--- config.mk ---
export PLATFORM = sky130hd
export DESIGN_NAME = rf_write_arbiter
export DESIGN_NICKNAME = d
export VERILOG_FILES = /design/src/rtl/rf_write_arbiter.sv
export SDC_FILE = /design/constraint.sdc
export NUM_CORES = 1
export LEC_CHECK = 0
export CAP_MARGIN = 20
export CELL_PAD_IN_SITES_DETAIL_PLACEMENT = 1
export CELL_PAD_IN_SITES_GLOBAL_PLACEMENT = 1
export CORE_ASPECT_RATIO = 0.9
export CORE_UTILIZATION = 37
export CTS_BUF_LIST = sky130_fd_sc_hd__clkbuf_16
export DETAILED_ROUTE_END_ITERATION = 6
export HOLD_SLACK_MARGIN = 0.03
export PLACE_DENSITY = 0.86
export SYNTH_ARGS = -nofsm -noshare
export SYNTH_HDL_FRONTEND = slang
export SYNTH_SLANG_ARGS = --single-unit
--- constraint.sdc ---
create_clock -name clk -period 3.6 [get_ports clk]
set_clock_uncertainty 0.05 [all_clocks]
set_input_delay 0.9 -clock clk [delete_from_list [all_inputs] [get_ports clk]]
set_output_delay 0.9 -clock clk [all_outputs]
set_load 0.02 [all_outputs]
--- src/rtl/rf_write_arbiter.sv ---
// Register-file write-port arbiter: WB stage has priority, multi-cycle results are
// buffered in a small FIFO and a starvation guard freezes WB so the FIFO head drains.
module rf_write_arbiter #(
    parameter int unsigned FIFO_DEPTH   = 2,
    parameter int unsigned STARVE_LIMIT = 4
) (
    input  logic                          clk,
    input  logic                          rst,
    input  logic                          wb_valid_i,
    input  logic [4:0]                    wb_rd_addr_i,
    input  logic [31:0]                   wb_rd_data_i,
    input  logic                          mdu_valid_i,
    output logic                          mdu_ready_o,
    input  logic [4:0]                    mdu_rd_addr_i,
    input  logic [31:0]                   mdu_rd_data_i,
    output logic                          rf_we_o,
    output logic [4:0]                    rf_waddr_o,
    output logic [31:0]                   rf_wdata_o,
    output logic                          wb_stall_o,
    output logic [$clog2(FIFO_DEPTH):0]   fifo_count_o
);

    localparam int unsigned AW = $clog2(FIFO_DEPTH);
    localparam int unsigned CW = AW + 1;
    localparam int unsigned SW = $clog2(STARVE_LIMIT + 1);

    typedef struct packed {
        logic [4:0]  addr;
        logic [31:0] data;
    } rf_wr_t;

    rf_wr_t          mem [FIFO_DEPTH];
    logic [AW-1:0]   wr_ptr;
    logic [AW-1:0]   rd_ptr;
    logic [CW-1:0]   count;
    logic [SW-1:0]   starve_q;
    logic [SW-1:0]   starve_d;
    logic            stall_q;
    logic            stall_d;

    logic            wb_elig;
    logic            wb_grant;
    logic            fifo_grant;
    logic            push;
    logic            fifo_nonempty;
    rf_wr_t          head;

    // Grant selection; every request path is masked while reset is held.
    always_comb begin
        fifo_nonempty = (count != '0);
        head          = mem[rd_ptr];
        wb_elig       = wb_valid_i && (wb_rd_addr_i != 5'd0) && !stall_q;
        wb_grant      = !rst && wb_elig;
        fifo_grant    = !rst && !wb_elig && fifo_nonempty;
        mdu_ready_o   = !rst && ((count < CW'(FIFO_DEPTH)) || fifo_grant);
        push          = mdu_valid_i && mdu_ready_o && (mdu_rd_addr_i != 5'd0);
    end

    always_comb begin
        rf_we_o    = 1'b0;
        rf_waddr_o = 5'd0;
        rf_wdata_o = 32'd0;
        if (wb_grant) begin
            rf_we_o    = 1'b1;
            rf_waddr_o = wb_rd_addr_i;
            rf_wdata_o = wb_rd_data_i;
        end else if (fifo_grant) begin
            rf_we_o    = 1'b1;
            rf_waddr_o = head.addr;
            rf_wdata_o = head.data;
        end
    end

    // Starvation counter saturates; stall rises when it reaches the limit and
    // drops after the head write that the stall forced.
    always_comb begin
        starve_d = starve_q;
        if (!fifo_nonempty || fifo_grant) begin
            starve_d = '0;
        end else if (starve_q != SW'(STARVE_LIMIT)) begin
            starve_d = starve_q + SW'(1);
        end
        stall_d = stall_q ? !fifo_grant : (starve_d == SW'(STARVE_LIMIT));
    end

    always_ff @(posedge clk) begin
        if (push) begin
            mem[wr_ptr] <= '{addr: mdu_rd_addr_i, data: mdu_rd_data_i};
        end
    end

    always_ff @(posedge clk or posedge rst) begin
        if (rst) begin
            wr_ptr   <= '0;
            rd_ptr   <= '0;
            count    <= '0;
            starve_q <= '0;
            stall_q  <= 1'b0;
        end else begin
            if (push) begin
                wr_ptr <= AW'(wr_ptr + AW'(1));
            end
            if (fifo_grant) begin
                rd_ptr <= AW'(rd_ptr + AW'(1));
            end
            case ({push, fifo_grant})
                2'b10:   count <= count + CW'(1);
                2'b01:   count <= count - CW'(1);
                default: count <= count;
            endcase
            starve_q <= starve_d;
            stall_q  <= stall_d;
        end
    end

    // Stall and occupancy are forced low combinationally while reset is held.
    assign wb_stall_o   = stall_q && !rst;
    assign fifo_count_o = rst ? '0 : count;

endmodule

==> results.md, run 1 <==
| Stage | Metric | This run |
|---|---|---|
| cells and area | Antenna Cells | 0 |
| placed design | Worst setup slack after placement | -0.583 ns |
| sta | Aggregate negative setup slack | 0 ns |
| setup path | Type of element capturing the critical path | output port |
| synthesis | Sequential-to-total area share from yosys stat | 0.631 |
| setup path | Largest stage delay on the critical path | 0.56 ns |
| detailed routing | Wirelength, routed | 10.5 mm |
| cells and area | Final core utilization | 0.567 |
| detailed routing | Pre-antenna DRT Iters | 4 |
| grt | GRT Util Overall | 0.200 |
| placed design | HPWL after detailed placement | 6.87 mm |
| grt | First-pass GRT wire length | 16.1 mm |
| grt | Maximum number of pins on one net before global-route repair | 45 |
| floorplan | Die Footprint | 10,800 sq um |
| min path | Cells on Worst Hold Path | 1 |
| synthesis | Synth warnings | 0 |
| synthesis | Prevailing post-synth register cell | edfxtp_1 |
| floorplan | Boundary Pins | 120 |
| placed design | Weighted congestion at the end of routability-driven global placement | 0.725 |
| setup path | Kind of critical path | in2out |
| sta | Max-Slew Margin vs Limit | 0.328 |
| pwr | Peak supply drop | 0.000307 V |
| cells and area | Post-synthesis to final-layout area growth | 45.6% |
| floorplan | Number of rows in the core area | 34 |
| synthesis | Synth Net Count | 374 |
| floorplan | Initial core utilization | 0.389 |
| setup path | Crit path arrival time | 2.55 ns |
| sta | Final number of setup-violating endpoints | 0 |
| sta | Highest attainable clock frequency | 286 MHz |
| sta | Final hold violations | 0 |
| grt | Via count of the first global-routing pass | 3,140 |
| synthesis | Number of synthesized flops with an enable pin | 74 |
| min path | Hold crit path type | reg2reg |
| clock tree | Clk root buf | clkbuf_16 |
| sta | Setup slack after layout | 0.0987 ns |
| placed design | Port Buffers | 119 |
| synthesis | Number of different library cells in the post-synthesis netlist | 30 |
| sta | Final critical-path share of the clock period | 0.973 |
| detailed routing | Count of routing violations after the opening detailed-route iteration | 83 |
| setup path | Buffers & Inverters on Critical Path | 4 |
| detailed routing | DRC viols | 0 |
| grt | Initial antenna violation count | 0 |
| detailed routing | WL per Instance | 18.9 um |
| setup path | Required arrival time at the worst endpoint | 2.65 ns |
| floorplan | Vertical extent of the die | 98.6 um |
| pwr | Power Density | 669 nW/um^2 |
| sta | Post-route minimum period | 3.50 ns |
| detailed routing | Total via count in the routed design | 2,844 |
| setup path | CP Max Fanout | 10 |
| grt | Total global routing overflow | 0 |
| clock tree | Clock latency of the later-clocked register in the worst-skew pair | 0.32 ns |
| placed design | Total instance count after detailed placement | 534 |
| setup path | Master of the slowest instance on the critical path | or4_4 |
| synthesis | Summed instance area of the synthesized netlist | 3840 sq um |
| setup path | Critical Path Most Common Cell | buf_12 |
| synthesis | Synth async-reset ratio | 0.0976 |
| clock tree | CTS sink count | 82 |
| setup path | Number of cells on the critical path | 8 |
| setup path | Category of cells accounting for the largest share of critical-path delay | buffers and inverters |
| clock tree | Deepest clock path buffer count | 2 |
| run | Maxcap violations | 0 |
| detailed routing | Post-DR vias/cell | 5.13 |
| setup path | Depth of the worst register-to-register path | 7 |
| sta | Setup repair after global routing missed its margin | false |
| synthesis | Number of instances in the synthesized netlist | 293 |
| clock tree | TritonCTS Buffers | 9 |
| synthesis | Average cell area after synthesis | 13.1 sq um |
| pwr | Total leakage power | 2.07 nW |
| clock tree | TritonCTS clock tree | built |
| sta | Max-slew violation count | 0 |
| setup path | CP Launch Type | input port |
| clock tree | H-tree levels | 3 |
| cells and area | Final non-filler cell total | 554 |
| floorplan | Area inside the core boundary | 9870 sq um |
| clock tree | Clock slew at reported path FFs | 0.06 ns |
| setup path | Critical path, cell by cell | clkbuf_2 -> or4_4 -> o21ai_4 -> buf_12 -> buf_12 -> nand3_2 -> a21oi_2 -> clkdlybuf4s15_2 |
| outcome | Status | finished, final reports clean |
| cells and area | Number of nets in the layout | 505 |
| detailed routing | Routed Antenna Nets | 0 |
| floorplan | Die width | 109 um |
| sta | Worst-margin pin slew | 1.01 ns |
| synthesis | Seq cells post-synth | 82 |
| clock tree | Number of buffers inserted for hold repair after clock tree synthesis | 0 |
| cells and area | Share of post-route cells with drive strength above 1 | 0.355 |
## layout by cell type, fill, tap and decap left out, drive strengths merged, types with 2 or more instances in the layout
cell type      count
a21oi             34
a32oi              5
buf               49
bufinv             2
clkbuf            22
clkdlybuf4s15      2
clkdlybuf4s50     75
clkinvlp           2
dfrtp              8
dlygate4sd2        2
edfxtp            74
ha                 3
inv                8
mux2              37
nand2             34
nand3             33
nor2              13
nor2b              5
nor3               2
o21a               2
o21ai              3
xnor2              5
## cell families after synthesis
kind of cell / share of synthesized area
flops: 0.631
simple gates: 0.121
buf+inv: 0.0352
compound gates: 0.0808
fa+ha+maj: 0.00978
xor+xnor: 0.0137
mux: 0.109
## layout make-up
cell class,count,area (sq um)
Multi-Input combinational cell,183,1340
Sequential cell,82,2420
Inverter,7,26.3
Tap cell,126,158
Clock buffer,9,225
Fill cell,1015,4280
Clock inverter,6,83.8
Timing Repair Buffer,141,1330
## layer usage
layer,wire length [um],vias to the layer above,part of all wire,global-route usage
met5,0,-,0,0
met4,143,0,0.014,0.0667
met3,490,8,0.047,0.0364
met2,5510,82,0.53,0.367
met1,4320,1418,0.41,0.233
li1,-,1336,-,-
## timing repair
item | CTS | global route
setup buffers | 4 | 0
cloned | 2 | 0
gates resized for setup | 142 | 32
pin swaps | 6 | 5
endpoints found under the setup margin | 39 | 29
## power by group
group          internal, W  total, W  switching [W]
clock network     0.000600  0.000954       0.000354
logic             0.000704   0.00153       0.000830
registers          0.00119   0.00125      0.0000652
## path summary, 6_finish.rpt
check | start | to | slack, ns
max | wb_rd_addr_i[2] | rf_wdata_o[30] | 0.1
min | stall_q | stall_q | 0.49
max reg2reg | count[0] | count[1] | 1.42
min reg2reg | stall_q | stall_q | 0.49
max in group asynchronous | rst | rd_ptr | 2.18
min in group asynchronous | rst | count[1] | 1.01
## cell usage after synthesis, types with 2 or more instances
master | n | share of area
a32oi_1 | 5 | 0.011
nor2_1 | 13 | 0.013
inv_1 | 7 | 0.0068
edfxtp_1 | 74 | 0.58
nand2_1 | 34 | 0.033
buf_2 | 9 | 0.012
clkbuf_1 | 10 | 0.0098
mux2_2 | 37 | 0.11
a21oi_2 | 10 | 0.023
nand3_2 | 10 | 0.026
dfrtp_1 | 8 | 0.052
nand3_1 | 23 | 0.030
nor3_1 | 2 | 0.0026
xnor2_1 | 5 | 0.011
ha_1 | 3 | 0.0098
nor2b_1 | 5 | 0.0081
a21oi_1 | 24 | 0.031
o21a_1 | 2 | 0.0039
## flip-flops by register name, indices dropped and copies added (netlist names)
| register | cells |
|---|---|
| count | 2 |
| rd_ptr | 1 |
| wr_ptr | 1 |
| stall_q | 1 |
| starve_q | 3 |
| mem | 74 |
## through the flow
step / hold WS (ns) / instance area, sq um / power [W]
5_1_grt: 0.519 / 5590 / 0.00392
6_report: 0.490 / 5590 / 0.00374
2_1_floorplan: 0.418 / 3840 / 0.00219
4_1_cts: 0.502 / 5690 / 0.00379
3_5_place_dp: 0.459 / 5320 / 0.00280
3_3_place_gp: 0.467 / 5320 / 0.00275
No activity file was read; power rests on OpenSTA's default activity.
==> run 2, diff against run 1 <==
--- a/config.mk
+++ b/config.mk
@@ -5,6 +5,7 @@
 export SDC_FILE = /design/constraint.sdc
 export NUM_CORES = 1
 export LEC_CHECK = 0
+export ABC_CLOCK_PERIOD_IN_PS = 3600
 export CAP_MARGIN = 20
 export CELL_PAD_IN_SITES_DETAIL_PLACEMENT = 1
 export CELL_PAD_IN_SITES_GLOBAL_PLACEMENT = 1
==> results of run 2 <==
Final layout, timing and power as in run 1 (identical DEF).
